### config.mk
export PLATFORM = sky130hd
export DESIGN_NAME = prach_tdm_framer
export DESIGN_NICKNAME = d
export VERILOG_FILES = /design/src/rtl/prach_pkg.sv /design/src/rtl/prach_tdm_fifo_ram.sv /design/src/rtl/prach_tdm_framer.sv
export SDC_FILE = /design/constraint.sdc
export NUM_CORES = 2
export LEC_CHECK = 0
export CORE_MARGIN = 3
export CORE_UTILIZATION = 56
export DETAILED_ROUTE_END_ITERATION = 10
export PLACE_DENSITY = 0.76
export SETUP_SLACK_MARGIN = 0.4
export SLEW_MARGIN = 20
export SYNTH_ARGS = -nofsm -noshare
export SYNTH_HDL_FRONTEND = slang
export SYNTH_SLANG_ARGS = --single-unit
### constraint.sdc
create_clock -name clk -period 8.2 [get_ports clk]
set_input_delay 2.46 -clock clk [delete_from_list [all_inputs] [get_ports clk]]
set_output_delay 2.46 -clock clk [all_outputs]
set_load 0.005 [all_outputs]
### src/rtl/prach_pkg.sv
// Shared types and widths for the PRACH TDM sample bus.
package prach_pkg;

  localparam int unsigned NumLanes    = 3;
  localparam int unsigned SampleWidth = 16;
  localparam int unsigned ChnWidth    = 8;

  typedef struct packed {
    logic [SampleWidth-1:0] dr;
    logic [SampleWidth-1:0] di;
  } lane_sample_t;

  typedef lane_sample_t [NumLanes-1:0] tdm_word_t;

endpackage

### src/rtl/prach_tdm_fifo_ram.sv
// Simple dual-port sample store shared by all channel FIFOs, addressed {chn, ptr}.
// Reads are registered; a read and a write to the same address return the old word.
module prach_tdm_fifo_ram
  import prach_pkg::*;
#(
  parameter int unsigned NUM_CH = 8,
  parameter int unsigned DEPTH  = 4,
  parameter int unsigned ADDR_W = 5
) (
  input  logic              clk,
  input  logic              we,
  input  logic [ADDR_W-1:0] waddr,
  input  tdm_word_t         wdata,
  input  logic              re,
  input  logic [ADDR_W-1:0] raddr,
  output tdm_word_t         rdata
);

  localparam int unsigned Entries = NUM_CH * DEPTH;

  tdm_word_t mem [Entries];
  tdm_word_t rdata_d;
  tdm_word_t rdata_q;

  always_comb begin
    rdata_d = rdata_q;
    if (re) begin
      rdata_d = mem[raddr];
    end
  end

  always_ff @(posedge clk) begin
    if (we) begin
      mem[waddr] <= wdata;
    end
    rdata_q <= rdata_d;
  end

  assign rdata = rdata_q;

endmodule

### src/rtl/prach_tdm_framer.sv
// Buffers channel-tagged samples per channel and replays them on a sync-aligned
// round-robin slot schedule with a fixed two-cycle output latency.
module prach_tdm_framer
  import prach_pkg::*;
#(
  parameter int unsigned NUM_CH = 8,
  parameter int unsigned DEPTH  = 4
) (
  input  logic                   clk,
  input  logic                   rst,
  input  logic [SampleWidth-1:0] din_dr [NumLanes],
  input  logic [SampleWidth-1:0] din_di [NumLanes],
  input  logic                   din_dv,
  input  logic [ChnWidth-1:0]    din_chn,
  input  logic                   sync_in,
  output logic [SampleWidth-1:0] dout_dr [NumLanes],
  output logic [SampleWidth-1:0] dout_di [NumLanes],
  output logic                   dout_dv,
  output logic [ChnWidth-1:0]    dout_chn,
  output logic                   sync_out,
  output logic [NUM_CH-1:0]      err_ovf,
  input  logic                   err_clr
);

  localparam int unsigned SlotW = $clog2(NUM_CH);
  localparam int unsigned PtrW  = $clog2(DEPTH);
  localparam int unsigned CntW  = PtrW + 1;
  localparam int unsigned AddrW = SlotW + PtrW;

  logic [SlotW-1:0]    s_d, s_q;
  logic [PtrW-1:0]     wr_ptr_d [NUM_CH];
  logic [PtrW-1:0]     wr_ptr_q [NUM_CH];
  logic [PtrW-1:0]     rd_ptr_d [NUM_CH];
  logic [PtrW-1:0]     rd_ptr_q [NUM_CH];
  logic [CntW-1:0]     cnt_d    [NUM_CH];
  logic [CntW-1:0]     cnt_q    [NUM_CH];
  logic                pop1_d, pop1_q;
  logic [SlotW-1:0]    chn1_d, chn1_q;
  logic                dout_dv_d, dout_dv_q;
  logic [ChnWidth-1:0] dout_chn_d, dout_chn_q;
  tdm_word_t           dout_word_d, dout_word_q;
  logic [2:0]          sync_pipe_d, sync_pipe_q;
  logic [NUM_CH-1:0]   err_d, err_q;

  logic [SlotW-1:0] wr_ch;
  logic             in_range;
  logic             pop;
  logic             wr_full;
  logic             wr_en;
  logic             ovf;
  tdm_word_t        din_word;
  tdm_word_t        ram_rdata;
  logic [AddrW-1:0] ram_waddr;
  logic [AddrW-1:0] ram_raddr;

  // Full is judged after this cycle's pop so a full FIFO being drained can still accept.
  assign wr_ch     = din_chn[SlotW-1:0];
  assign in_range  = din_dv && (din_chn < ChnWidth'(NUM_CH));
  assign pop       = (cnt_q[s_q] != '0);
  assign wr_full   = (cnt_q[wr_ch] == CntW'(DEPTH)) && !(pop && (s_q == wr_ch));
  assign wr_en     = in_range && !wr_full;
  assign ovf       = in_range && wr_full;
  assign ram_waddr = {wr_ch, wr_ptr_q[wr_ch]};
  assign ram_raddr = {s_q, rd_ptr_q[s_q]};

  always_comb begin
    for (int i = 0; i < NumLanes; i++) begin
      din_word[i].dr = din_dr[i];
      din_word[i].di = din_di[i];
    end
  end

  prach_tdm_fifo_ram #(
    .NUM_CH (NUM_CH),
    .DEPTH  (DEPTH),
    .ADDR_W (AddrW)
  ) u_ram (
    .clk   (clk),
    .we    (wr_en),
    .waddr (ram_waddr),
    .wdata (din_word),
    .re    (pop),
    .raddr (ram_raddr),
    .rdata (ram_rdata)
  );

  always_comb begin
    s_d = (s_q == SlotW'(NUM_CH - 1)) ? '0 : s_q + SlotW'(1);
    if (sync_in) begin
      s_d = '0;
    end

    for (int c = 0; c < NUM_CH; c++) begin
      wr_ptr_d[c] = wr_ptr_q[c];
      rd_ptr_d[c] = rd_ptr_q[c];
      cnt_d[c]    = cnt_q[c]
                  + CntW'(wr_en && (wr_ch == SlotW'(c)))
                  - CntW'(pop && (s_q == SlotW'(c)));
      if (wr_en && (wr_ch == SlotW'(c))) begin
        wr_ptr_d[c] = wr_ptr_q[c] + PtrW'(1);
      end
      if (pop && (s_q == SlotW'(c))) begin
        rd_ptr_d[c] = rd_ptr_q[c] + PtrW'(1);
      end
    end

    // A new overflow outranks a simultaneous clear.
    err_d = err_q & ~{NUM_CH{err_clr}};
    if (ovf) begin
      err_d[wr_ch] = 1'b1;
    end

    pop1_d      = pop;
    chn1_d      = s_q;
    dout_dv_d   = pop1_q;
    dout_chn_d  = ChnWidth'(chn1_q);
    dout_word_d = pop1_q ? ram_rdata : '0;
    sync_pipe_d = {sync_pipe_q[1:0], sync_in};
  end

  always_ff @(posedge clk) begin
    if (rst) begin
      s_q         <= '0;
      pop1_q      <= 1'b0;
      chn1_q      <= '0;
      dout_dv_q   <= 1'b0;
      dout_chn_q  <= '0;
      dout_word_q <= '0;
      sync_pipe_q <= '0;
      err_q       <= '0;
      for (int c = 0; c < NUM_CH; c++) begin
        wr_ptr_q[c] <= '0;
        rd_ptr_q[c] <= '0;
        cnt_q[c]    <= '0;
      end
    end else begin
      s_q         <= s_d;
      pop1_q      <= pop1_d;
      chn1_q      <= chn1_d;
      dout_dv_q   <= dout_dv_d;
      dout_chn_q  <= dout_chn_d;
      dout_word_q <= dout_word_d;
      sync_pipe_q <= sync_pipe_d;
      err_q       <= err_d;
      for (int c = 0; c < NUM_CH; c++) begin
        wr_ptr_q[c] <= wr_ptr_d[c];
        rd_ptr_q[c] <= rd_ptr_d[c];
        cnt_q[c]    <= cnt_d[c];
      end
    end
  end

  always_comb begin
    for (int i = 0; i < NumLanes; i++) begin
      dout_dr[i] = dout_word_q[i].dr;
      dout_di[i] = dout_word_q[i].di;
    end
  end

  assign dout_dv  = dout_dv_q;
  assign dout_chn = dout_chn_q;
  assign sync_out = sync_pipe_q[2];
  assign err_ovf  = err_q;

endmodule

After elaboration in Yosys (flattened, before gate mapping)
Memory sizes are Yosys's and may differ from the RTL's. A register that Yosys moved wholly into a read port is not among the register bits.
Index checks and enable logic that the tools add are counted.
Widths: inputs -> output; s select.

cells by class
  mux-type cells = 50
  add/subtract/negate cells = 33
  $lt $le $gt $ge = 3
  bitwise gates (word level) = 28
  reduce and logical (&&, ||, !) cells = 29
  eq/ne operators = 16

operators with widths
  kind                 number
  $mux 2               32
  $add 2x1->2 const B  16
  $mux 3               10
  $eq 3x3->1 const B   9
  $add 3x1->3          8
  $or 1x1->1           24
  $sub 3x1->3          8
  $logic_and 1x1->1    22
  $eq 3x2->1 const B   4
  $and 8x8->8          1
  $lt 8x4->1 const B   1
  $mux 8               1
  $not 8->8            1
  $or 8x8->8           1
  $eq 3x1->1 const B   2
  $logic_not 3->1      2
  $mux 1               6
  $lt 3x4->1 const B   1
  $add 3x1->3 const B  1
  $demux 1 s3          1
  $eq 3x3->1           1
  $ge 3x1->1 const B   1
  $reduce_bool 3->1    1
  $reduce_or 3->1      1
  other kinds (3)      4

storage, ports and cells
  output and inout bits = 114
  bits in writable memories = 3128
  memories kept = 4
  register bits after elaboration = 123
  input bits = 109
  word-level logic and storage cells = 177

memory list
  memory     depth  width  rd ports  clocked after Yosys merged registers in  write ports  RTL line                  source
  u_ram.mem  32     96     1         1                                        1            prach_tdm_fifo_ram.sv:21  tdm_word_t mem [Entries];
  cnt_q      8      3      10        1                                        8            prach_tdm_framer.sv:36    logic [CntW-1:0] cnt_q [NUM_CH];
  rd_ptr_q   8      2      9         1                                        8            prach_tdm_framer.sv:34    logic [PtrW-1:0] rd_ptr_q [NUM_CH];
  wr_ptr_q   8      2      9         0                                        8            prach_tdm_framer.sv:32    logic [PtrW-1:0] wr_ptr_q [NUM_CH];

Depth between registers and ports, before layout
  depth in word-level cells = 10
  depth in mapped cells = 17
  depth with buffers taken out = 12

Hierarchy
A second synthesis with hierarchy kept.

unflattened totals
  cell total of the unflattened synthesis = 6212
  area total of the unflattened synthesis = 126050.9 um^2

by module, submodules not included
  module              times used  area an instance (um^2)  cells each  sequential area each (um^2)
  prach_tdm_fifo_ram  1           119453.3                 5604        95131.2
  prach_tdm_framer    1           6597.6                   608         3483.3

Least setup slack after synthesis
OpenSTA, ideal clock, no wires.

  kind = input port to flip-flop
  start = in din_chn[1]
  end = mem u_ram.mem[20][0] (netlist name) (enable)
  path slack = -446 ps
  arrival time = 8094 ps
  buffers on the path = 2
  library setup time = 552 ps
  data required time = 7648 ps
  stages on the path = 8
  path through = clkbuf_1 -> xnor2_1 -> nand2_1 -> o311ai_0 -> nand3_1 -> or2_2 -> clkbuf_1 -> nor2_1

on the way
  cells in the longest elaborated chain, start to end = 8
  elaborated cells between the ends (all ways) = 13
  classes of those cells = order compare: 1; eq/ne: 2; mux: 2; reduce/logical: 6; memory: 2

RTL lines
  element                                                              RTL line                  source
  start: declaration                                                   prach_tdm_framer.sv:14    input logic [ChnWidth-1:0] din_chn,
  parallel branches: the longest is 8 deep, another holds $mem_v2 8x3  n/a
  end: declaration                                                     prach_tdm_fifo_ram.sv:21

Several ways; the timed one is not identified.

Final worst setup path
  start = in din_chn[1]
  end = mem u_ram.mem[21][44] (netlist name) (enable)

The elaborated chain is that of the path after synthesis.

==> results by group <==
Outcome
  • Status: finished clean

Clock network
  • CTS resizes: 0
  • Max Root-Sink Buffers: 4
  • CTS tree: built
  • # Post-CTS Setup Buffers: 0
  • Hold buffer count at CTS: 0
  • CTS buffer count: 340
  • Clock Sinks: 3342
  • H-tree depth: 5
  • Clk root buf: clkbuf_16
  • Clock latency on the worst-skew pair: 0.95 ns
  • Clock-pin slew on the worst setup and hold paths: 0.06 ns

Critical path
  • Worst Path Max Fanout: 20
  • WS Path Type: input port to flop
  • Critical path endpoint category: flop
  • CP top delay family: simple AND/OR/NAND/NOR gates
  • Worst Setup SP: din_chn[1]
  • Worst EP required: 8.78 ns
  • WP buf/inv: 2
  • Arr. time, crit path: 6.54 ns
  • Worst-path cell chain: clkdlybuf4s50_1 -> mux4_2 -> mux2i_1 -> nand2b_1 -> or2_2 -> nor2_4 -> buf_4
  • Worst r2r src: chn1_d[1]$_SDFF_PP0_
  • Crit start category: input port
  • Max incr delay on CP: 1.01 ns
  • Slowest CP cell: clkdlybuf4s50_1

Layout
  • Area delta synth->final: 13.2%
  • Nets: 8806
  • Storage cell area: 98600 um^2
  • Commonest non-fill, non-tap cell in the layout: edfxtp_1
  • Fill cells: 15200
  • Layout cells sized above 1: 0.106
  • Most frequent cells in the layout: edfxtp_1, nand2_1, nand3_1, mux2i_1, clkbuf_16
  • Multi-input gate area: 28300 um^2

Timing
  • RSZ-0062 raised after global routing: false
  • Max_slew headroom: 0.175
  • Worst-Margin Slew: 1.23 ns
  • Tcrit/Tclk final: 0.727
  • WHS: 0.431 ns
  • Final setup viols: 0
  • Fmax: 168 MHz
  • Final slew viol count: 0
  • Final worst setup slack: 2.24 ns
  • Final hold viol count: 0
  • Clk_skew: 0.0637 ns
  • Fin crit period: 5.96 ns

Detailed routing
  • Via count: 77400
  • DRT antenna net count: 0
  • WL final: 345000 um
  • Drt via density: 6.48
  • Wirelength per Cell: 28.9 um
  • DRT Pass-1 Iters: 10
  • First DRT Iteration DRCs: 11200
  • Remaining DRCs: 0

Floorplan
  • Die W: 486 um
  • Total die area: 236000 um^2
  • Vertical die dimension: 486 um
  • IO Pins: 223
  • Rows: 175
  • Initial Utilization: 0.565
  • Core Area: 228000 um^2

Min path
  • Min-Delay Path Class: flop to flop
  • Start point of the worst hold path: u_ram.rdata[24]$_DFFE_PP_

Placement
  • Number of buffers added on ports: 217
  • Routability congestion estimate: 0.838
  • Detail Placement HPWL: 183000 um
  • Post-Place Worst Slack: 1.33 ns

Pwr
  • Pwr Density: 277 nW/um^2
  • Gate power share: 0.146
  • P_int: 0.0300 W
  • Leakage: 48.0 nW
  • Design Power: 0.0404 W
  • Seq pwr share: 0.478
  • Net Sw Power: 0.0104 W
  • Worst VDD drop: 0.273 mV
  • Switching fraction of total power: 0.258
  • Clock Power Share: 0.377

Yosys
  • Total of warnings raised by yosys: 0
  • Syn Area/Cell: 15.3 um^2
  • Flops & latches, synth: 3342
  • Post-synth EDFFs: 3168
  • Sequential fraction of the synthesis area: 0.764
  • Mapped cell area: 129000 um^2
  • Synth async-reset ratio: 0
  • Most used DFF post-synth: edfxtp_1
  • Synth Instances: 8430
  • Library cells used by synthesis: 64

GRT
  • Vias in the first global route: 75200
  • Grt total ovfl: 0
  • Largest net degree at the start of global routing: 152
  • First-pass GRT wire length: 503000 um
  • Total track usage: 0.287
  • Initial antenna violation count: 19

Job
  • Number of max-cap violations: 0
## layout make-up
cell class	instances	share of cell area
antenna	10	0.000171
clock buffer	442	0.0627
clock inverter	161	0.0116
inverter	44	0.00123
multi-input combinational	4510	0.194
sequential	3342	0.675
tap	3009	0.0258
timing repair buffer	429	0.0299
## stage by stage
step / instances / TNS (ns) / cell area, um^2 / utilization
after floorplan: 8434 / -840.34 / 129000 / -
after global placement: 11300 / 0 / 135000 / 0.593
after detailed placement: 11300 / 0 / 135000 / 0.593
after CTS: 11900 / 0 / 146000 / 0.641
after global routing: 11900 / 0 / 146000 / 0.640
final: 11900 / 0 / 146000 / 0.640
## cell usage after synthesis (23+ instances only)
library cell | number | share of area
a2111oi_0 | 41 | 0.0028
a211o_1 | 24 | 0.0016
a21oi_1 | 156 | 0.0060
a2bb2oi_1 | 31 | 0.0021
a311o_1 | 27 | 0.0021
a311oi_1 | 83 | 0.0056
a31oi_1 | 108 | 0.0052
a32o_1 | 23 | 0.0018
a32oi_1 | 29 | 0.0020
and2_1 | 104 | 0.0050
and3_1 | 105 | 0.0051
buf_1 | 50 | 0.0015
buf_2 | 133 | 0.0052
clkbuf_1 | 328 | 0.0095
dfxtp_1 | 174 | 0.027
edfxtp_1 | 3168 | 0.74
inv_1 | 42 | 0.0012
mux2i_1 | 487 | 0.038
mux4_2 | 138 | 0.024
nand2_1 | 1858 | 0.054
nand3_1 | 732 | 0.028
nor2_1 | 128 | 0.0037
nor3_1 | 46 | 0.0018
o221ai_1 | 57 | 0.0039
o22ai_1 | 45 | 0.0022
xnor2_1 | 27 | 0.0018
## layer usage
metal | track usage | wire length (um) | vias up
li1 | - | - | 32400
met1 | 0.394 | 126000 | 38400
met2 | 0.456 | 164000 | 5674
met3 | 0.0542 | 39300 | 887
met4 | 0.121 | 15400 | 14
met5 | 0 | 77 | -
## cells by family after synthesis
kind of cell | after synthesis | synth area share
flip-flops | 3342 | 0.764
AND/OR/NAND/NOR | 3024 | 0.101
AO/OA/AOI/OAI | 762 | 0.0449
multiplexers | 644 | 0.0646
buffers and inverters | 582 | 0.0194
XOR/XNOR | 45 | 0.00305
adder cells (fa/ha/maj) | 30 | 0.00337
other | 1 | 0.0000291
## worst register-to-register path, cell delays in order, from the launching register on
cell       delay [ns]
dfxtp_4          0.83
mux4_4           1.09
buf_4            0.60
nand3_2          0.81
a21oi_1          0.16
a2111oi_0        1.01
a2bb2oi_1        0.25
## flip-flops by register name (all words and copies together), names as in the netlist
register	count
u_ram.rdata	96
err_ovf	8
dout_di	48
dout_chn	3
cnt_q	24
rd_ptr_q	16
dout_dr	48
sync_pipe_q	3
chn1_d	3
wr_ptr_q	16
dout_dv_d	1
dout_dv	1
u_ram.mem	3072
chn1_q	3
## final timing paths
| path | to | slack [ns] | depth (start not counted) |
|---|---|---|---|
| worst max register to register | u_ram.rdata[82]$_DFFE_PP_ | 3.16 | 6 |
| worst min-delay path | dout_dr[40]$_SDFF_PP0_ | 0.43 | 1 |
| worst min register to register | dout_dr[40]$_SDFF_PP0_ | 0.43 | 1 |
| worst max-delay path | u_ram.mem[21][44]$_DFFE_PP_ | 2.24 | 7 |
## power groups by stage
| stage | Sequential [W] | Combinational [W] | Clock, W |
|---|---|---|---|
| final | 0.0193 | 0.00588 | 0.0152 |
| after global routing | 0.0193 | 0.00626 | 0.0160 |
| after CTS | 0.0193 | 0.00584 | 0.0154 |
| after detailed placement | 0.0197 | 0.00578 | 0 |
| after global placement | 0.0197 | 0.00566 | 0 |
| after floorplan | 0.0196 | 0.00373 | 0 |
Note: power is estimated with default switching activity, not from simulation.
